[config.mk]
export PLATFORM = sky130hd
export DESIGN_NAME = vga_timing_gen_flat
export DESIGN_NICKNAME = d
export VERILOG_FILES = /design/src/rtl/vga_timing_gen_if.sv /design/src/rtl/vga_timing_gen.sv /design/src/flat_wrapper.sv
export SDC_FILE = /design/constraint.sdc
export NUM_CORES = 1
export LEC_CHECK = 0
export ABC_AREA = 0
export BUFFER_PORTS_ARGS = -buffer_cell sky130_fd_sc_hd__buf_2
export CORE_ASPECT_RATIO = 0.9
export CORE_UTILIZATION = 40
export CTS_CLUSTER_SIZE = 40
export DETAILED_ROUTE_END_ITERATION = 8
export HOLD_SLACK_MARGIN = 0.08
export PLACE_DENSITY = 0.68
export SYNTH_ARGS = -nofsm -noshare
export SYNTH_HDL_FRONTEND = slang
export SYNTH_SLANG_ARGS = --single-unit
[constraint.sdc]
create_clock -name clk -period 2.09 [get_ports clk]
set_clock_uncertainty 0.2 [all_clocks]
set_input_delay 0.209 -clock clk [delete_from_list [all_inputs] [get_ports clk]]
set_output_delay 0.209 -clock clk [all_outputs]
set_load 0.01 [all_outputs]
[src/rtl/vga_timing_gen_if.sv]
// Timing bus between the VGA timing generator and the pixel pipeline.
// Carries the mouse position in and the aligned counters/flags out.
interface vga_timing_gen_if;
  logic [11:0] xpos;
  logic [11:0] ypos;
  logic [10:0] hcount;
  logic [9:0]  vcount;
  logic        hblnk;
  logic        vblnk;
  logic        hsync;
  logic        vsync;
  logic        frame_start;
  logic [11:0] xpos_out;
  logic [11:0] ypos_out;

  modport master (
    input  xpos, ypos,
    output hcount, vcount,
    output hblnk, vblnk,
    output hsync, vsync,
    output frame_start,
    output xpos_out, ypos_out
  );

  modport slave (
    output xpos, ypos,
    input  hcount, vcount,
    input  hblnk, vblnk,
    input  hsync, vsync,
    input  frame_start,
    input  xpos_out, ypos_out
  );
endinterface

[src/rtl/vga_timing_gen.sv]
// VGA counter/sync generator with registered outputs.
// VGA_POS_LATCH_EN: hold mouse position for a whole frame.
module vga_timing_gen #(
  parameter int H_ACTIVE = 800,
  parameter int H_FP     = 40,
  parameter int H_SYNC   = 128,
  parameter int H_BP     = 88,
  parameter int V_ACTIVE = 600,
  parameter int V_FP     = 1,
  parameter int V_SYNC   = 4,
  parameter int V_BP     = 23
) (
  input logic clk,
  input logic rst,
  vga_timing_gen_if.master bus
);
  localparam int H_TOTAL = H_ACTIVE + H_FP + H_SYNC + H_BP;
  localparam int V_TOTAL = V_ACTIVE + V_FP + V_SYNC + V_BP;

  localparam logic [10:0] H_LAST = 11'(H_TOTAL - 1);
  localparam logic [10:0] HB_ON  = 11'(H_ACTIVE);
  localparam logic [10:0] HS_ON  = 11'(H_ACTIVE + H_FP);
  localparam logic [10:0] HS_OFF = 11'(H_ACTIVE + H_FP + H_SYNC);

  localparam logic [9:0] V_LAST = 10'(V_TOTAL - 1);
  localparam logic [9:0] VB_ON  = 10'(V_ACTIVE);
  localparam logic [9:0] VS_ON  = 10'(V_ACTIVE + V_FP);
  localparam logic [9:0] VS_OFF = 10'(V_ACTIVE + V_FP + V_SYNC);

  logic [10:0] h_nxt;
  logic [9:0]  v_nxt;
  logic        h_wrap;
  logic        fs_nxt;

  // Flags are decoded from the next counts so they land with them.
  always_comb begin
    h_wrap = bus.hcount >= H_LAST;
    h_nxt  = h_wrap ? 11'd0 : bus.hcount + 11'd1;
    v_nxt  = bus.vcount;
    if (h_wrap) begin
      v_nxt = (bus.vcount >= V_LAST) ? 10'd0
                                     : bus.vcount + 10'd1;
    end
    fs_nxt = (h_nxt == 11'd0) && (v_nxt == 10'd0);
  end

  always_ff @(posedge clk) begin
    if (rst) begin
      bus.hcount      <= '0;
      bus.vcount      <= '0;
      bus.hblnk       <= 1'b0;
      bus.vblnk       <= 1'b0;
      bus.hsync       <= 1'b0;
      bus.vsync       <= 1'b0;
      bus.frame_start <= 1'b0;
    end else begin
      bus.hcount      <= h_nxt;
      bus.vcount      <= v_nxt;
      bus.hblnk       <= h_nxt >= HB_ON;
      bus.vblnk       <= v_nxt >= VB_ON;
      bus.hsync       <= (h_nxt >= HS_ON) && (h_nxt < HS_OFF);
      bus.vsync       <= (v_nxt >= VS_ON) && (v_nxt < VS_OFF);
      bus.frame_start <= fs_nxt;
    end
  end

`ifdef VGA_POS_LATCH_EN
  always_ff @(posedge clk) begin
    if (rst || fs_nxt) begin
      bus.xpos_out <= bus.xpos;
      bus.ypos_out <= bus.ypos;
    end
  end
`else
  always_ff @(posedge clk) begin
    bus.xpos_out <= bus.xpos;
    bus.ypos_out <= bus.ypos;
  end
`endif
endmodule
[src/flat_wrapper.sv]
// flat-port wrapper written by rule: the top's interface ports become plain ports
module vga_timing_gen_flat 
#(
  parameter int H_ACTIVE = 800,
  parameter int H_FP     = 40,
  parameter int H_SYNC   = 128,
  parameter int H_BP     = 88,
  parameter int V_ACTIVE = 600,
  parameter int V_FP     = 1,
  parameter int V_SYNC   = 4,
  parameter int V_BP     = 23
)
  (clk, rst, bus_xpos, bus_ypos, bus_hcount, bus_vcount, bus_hblnk, bus_vblnk, bus_hsync, bus_vsync, bus_frame_start, bus_xpos_out, bus_ypos_out);
  vga_timing_gen_if bus_i ();
  input logic clk;
  input logic rst;
  input wire logic [$bits(bus_i.xpos)-1:0] bus_xpos;
  input wire logic [$bits(bus_i.ypos)-1:0] bus_ypos;
  output wire logic [$bits(bus_i.hcount)-1:0] bus_hcount;
  output wire logic [$bits(bus_i.vcount)-1:0] bus_vcount;
  output wire logic [$bits(bus_i.hblnk)-1:0] bus_hblnk;
  output wire logic [$bits(bus_i.vblnk)-1:0] bus_vblnk;
  output wire logic [$bits(bus_i.hsync)-1:0] bus_hsync;
  output wire logic [$bits(bus_i.vsync)-1:0] bus_vsync;
  output wire logic [$bits(bus_i.frame_start)-1:0] bus_frame_start;
  output wire logic [$bits(bus_i.xpos_out)-1:0] bus_xpos_out;
  output wire logic [$bits(bus_i.ypos_out)-1:0] bus_ypos_out;
  assign bus_i.xpos = bus_xpos;
  assign bus_i.ypos = bus_ypos;
  assign bus_hcount = bus_i.hcount;
  assign bus_vcount = bus_i.vcount;
  assign bus_hblnk = bus_i.hblnk;
  assign bus_vblnk = bus_i.vblnk;
  assign bus_hsync = bus_i.hsync;
  assign bus_vsync = bus_i.vsync;
  assign bus_frame_start = bus_i.frame_start;
  assign bus_xpos_out = bus_i.xpos_out;
  assign bus_ypos_out = bus_i.ypos_out;
  vga_timing_gen #(.H_ACTIVE(H_ACTIVE), .H_FP(H_FP), .H_SYNC(H_SYNC), .H_BP(H_BP), .V_ACTIVE(V_ACTIVE), .V_FP(V_FP), .V_SYNC(V_SYNC), .V_BP(V_BP)) u_core (.clk(clk), .rst(rst), .bus(bus_i));
endmodule
==> impl_results.md <==
* CP Launch Type: register
* Total power at 1750 uW
* Cell taking the most area after synthesis: dfxtp_1
* Req. time, crit path at 2.12 ns
* # fillers at 434
* Initial Util at 42.6%
* First-pass GRT wire length at 10200 um
* Die height at 73.8 um
* Synth Cell Area at 2290 sq um
* N_diodes at 0
* Die footprint at 6040 sq um
* Antenna viol nets, final at 0
* Worst slack at placement at -0.103 ns
* Vias in the first global route at 2232
* Max FO, Critical Path at 8
* Asr flop ratio synth at 0%
* Max-cap viol count at 0
* Total Routed Length at 6780 um
* Area share of the largest cell type after synthesis at 43.7%
* Router iterations before antenna repair at 4
* Synthesis Warnings at 0
* Worst path slowest cell: dfxtp_2
* Fmax at 475 MHz
* Failing checks: setup timing
* Vias/cell at 5.44
* Synth cell count leaders: dfxtp_1, nor2_1, nand2_1
* H-tree levels at 2
* Arr. time, crit path at 2.13 ns
* Final hold vios at 0
* VDD IR-drop max at 0.359 mV
* Clock Path Buffers at 2
* Slowest stage delay, CP at 0.34 ns
* Sequential Area at 1010 sq um
* Syn_area_per_cell at 9.39 sq um
* Kind of end point of the critical path: register
* Design Area, Final at 3560 sq um
* CTS buffer count at 5
* Dpl cells at 415
* Clock Sinks at 50
* Core Box Area at 5380 sq um
* Cell Chain, Critical Path: buf_4 -> and3_1 -> and2_2 -> o211a_1 -> a32oi_1 -> a31o_2 -> nor4bb_4
* Cell Count, Final, Fillers Out at 450
* Setup ws final at -0.0152 ns
* Root buffer cell: clkbuf_8
* DR DRC count at 0
* Clk pin slew, worst setup/hold paths at 0.10 ns
* Initial antenna violation count at 0
* Fraction of layout cells with a size suffix above 1 at 46.2%
* Width of the die at 81.8 um
* GPL Wtd Cong at 0.900
* Max Transition Viols Final at 0
* # setup viols final at 1
* Pin count of the biggest net entering global routing at 25
* Period utilisation layout at 101%
* Slew @ Worst Pin at 0.533 ns
* Area contributors post-synth: dfxtp_1, a21oi_1, xnor2_1
* EDFF count, synth at 0
* Total global routing overflow at 0
* Max-slew headroom at 64.0%
* Seq cells post-synth at 50
* Fin crit period at 2.11 ns
* Kind of critical path: reg -> reg
* Setup repair after global routing missed its margin: true
* Hold Crit Class: in -> reg
* P_leak at 0.00152 uW
* Worst-Skew Late Latency at 0.32 ns
* HPWL after DPL at 4680 um
* Post-synthesis sequential area ratio at 43.7%
* Cells after synthesis at 244
* I/O pin count at 76
* Layout Area Growth over Synthesis at 55.2%
* Routed len/inst at 15.1 um
* Pwr dens at 492 nW/um^2
* TritonCTS clock tree: done
* Multi-input logic area at 1330 sq um
* Synth Flop Type: dfxtp_1
* Status: finished with violations
* Dpl cell area at 3030 sq um
* Synthesized Nets at 272
* Vias at 2450
* Std cell rows at 25
* Fin Hold WS at 0.139 ns
* Initial DRC Count at 151
* Top-count cell post-synth: dfxtp_1
* Port Buffer Count at 75
* Nets at 410
* Yosys cell types at 62
* Global-route usage over all layers at 22.0%
[what timing repair did]
action	CTS	global route
setup endpoints to repair	7	11
setup buffers	1	2
gates resized for setup	5	30
pin swaps	4	11
hold endpoints to repair	24	0
hold buffers	24	0
[logic make-up after synthesis]
logic type                 count (synthesis)  share of synthesized area, %
buffers and inverters                     23                          5.29
adders and majority gates                  2                          1.09
and+or+nand+nor                           95                          24.7
DFF                                       50                          43.7
xor gates and xnor gates                  13                          4.97
muxes                                      1                         0.437
AOI/OAI and AO/OA                         60                          19.9
[per-layer routing]
metal	global-route usage, %	vias up	wire, um
met5	0	-	0
met4	7.21	0	92
met3	4.10	10	425
met2	36.4	94	3320
met1	28.6	1168	2940
li1	-	1178	-
[power by group]
group | internal (uW) | switching [uW] | total (uW)
combinational | 91.7 | 71.0 | 163
sequential | 984 | 11.2 | 995
clock | 240 | 352 | 592
total | 1320 | 434 | 1750
[per-stage QoR]
| step | util [%] | TNS [ns] |
|---|---|---|
| 3_3_place_gp | 56.4 | -0.0247 |
| 5_1_grt | 66.1 | -0.132 |
| 4_1_cts | 63.1 | -0.0413 |
| 2_1_floorplan | - | -0.00185 |
| 6_report | 66.1 | -0.0152 |
| 3_5_place_dp | 56.4 | -0.208 |
[critical path, delay by kind of cell, from the launching register on]
kind / cells / cell delay [ns]
AND/OR/NAND/NOR: 3 / 0.77
AO/OA/AOI/OAI: 3 / 0.57
flip-flops: 1 / 0.34
buffers and inverters: 1 / 0.15
[worst paths after layout]
path / end / cells after the start / slack [ns] / start
worst min register to register: u_core.bus.hcount[0]$_SDFF_PP0_ / 2 / 0.39 / u_core.bus.hcount[0]$_SDFF_PP0_
worst max register to register: u_core.bus.vsync$_SDFF_PP0_ / 7 / -0.02 / u_core.bus.vcount[0]$_SDFF_PP0_
worst min-delay path: u_core.bus.hcount[10]$_SDFF_PP0_ / 2 / 0.14 / rst
worst max-delay path: u_core.bus.vsync$_SDFF_PP0_ / 7 / -0.02 / u_core.bus.vcount[0]$_SDFF_PP0_
[placed cells by master, fill, tap and decap left out, types with 3 or more instances in the layout]
cell type / instances
dlygate4sd3_1: 24
nand2_1: 15
a21oi_1: 11
xor2_1: 5
a31oi_1: 5
nor4_1: 4
nor3_1: 11
buf_2: 75
dfxtp_1: 45
nand4_1: 4
nand3_1: 7
and4_1: 3
buf_4: 44
nor3b_1: 3
clkbuf_8: 5
buf_6: 6
nor2_1: 17
and3_1: 3
dfxtp_2: 5
o21ai_0: 9
xnor2_1: 8
inv_1: 4
[registers in the layout (all words and copies together) (netlist names)]
signal                  cells
u_core.bus.vblnk            1
u_core.bus.hsync            1
u_core.bus.vsync            1
u_core.bus.hblnk            1
u_core.bus.xpos_out        12
u_core.bus.frame_start      1
u_core.bus.vcount          10
u_core.bus.hcount          11
u_core.bus.ypos_out        12
[final cells by class]
type | instances | share of cell area [%]
multi-input combinational | 171 | 37.3
timing repair buffer | 150 | 29.0
sequential | 50 | 28.3
tap | 67 | 2.36
clock buffer | 5 | 1.93
clock inverter | 3 | 0.668
inverter | 4 | 0.422
Note: power is estimated with default switching activity, not from simulation.
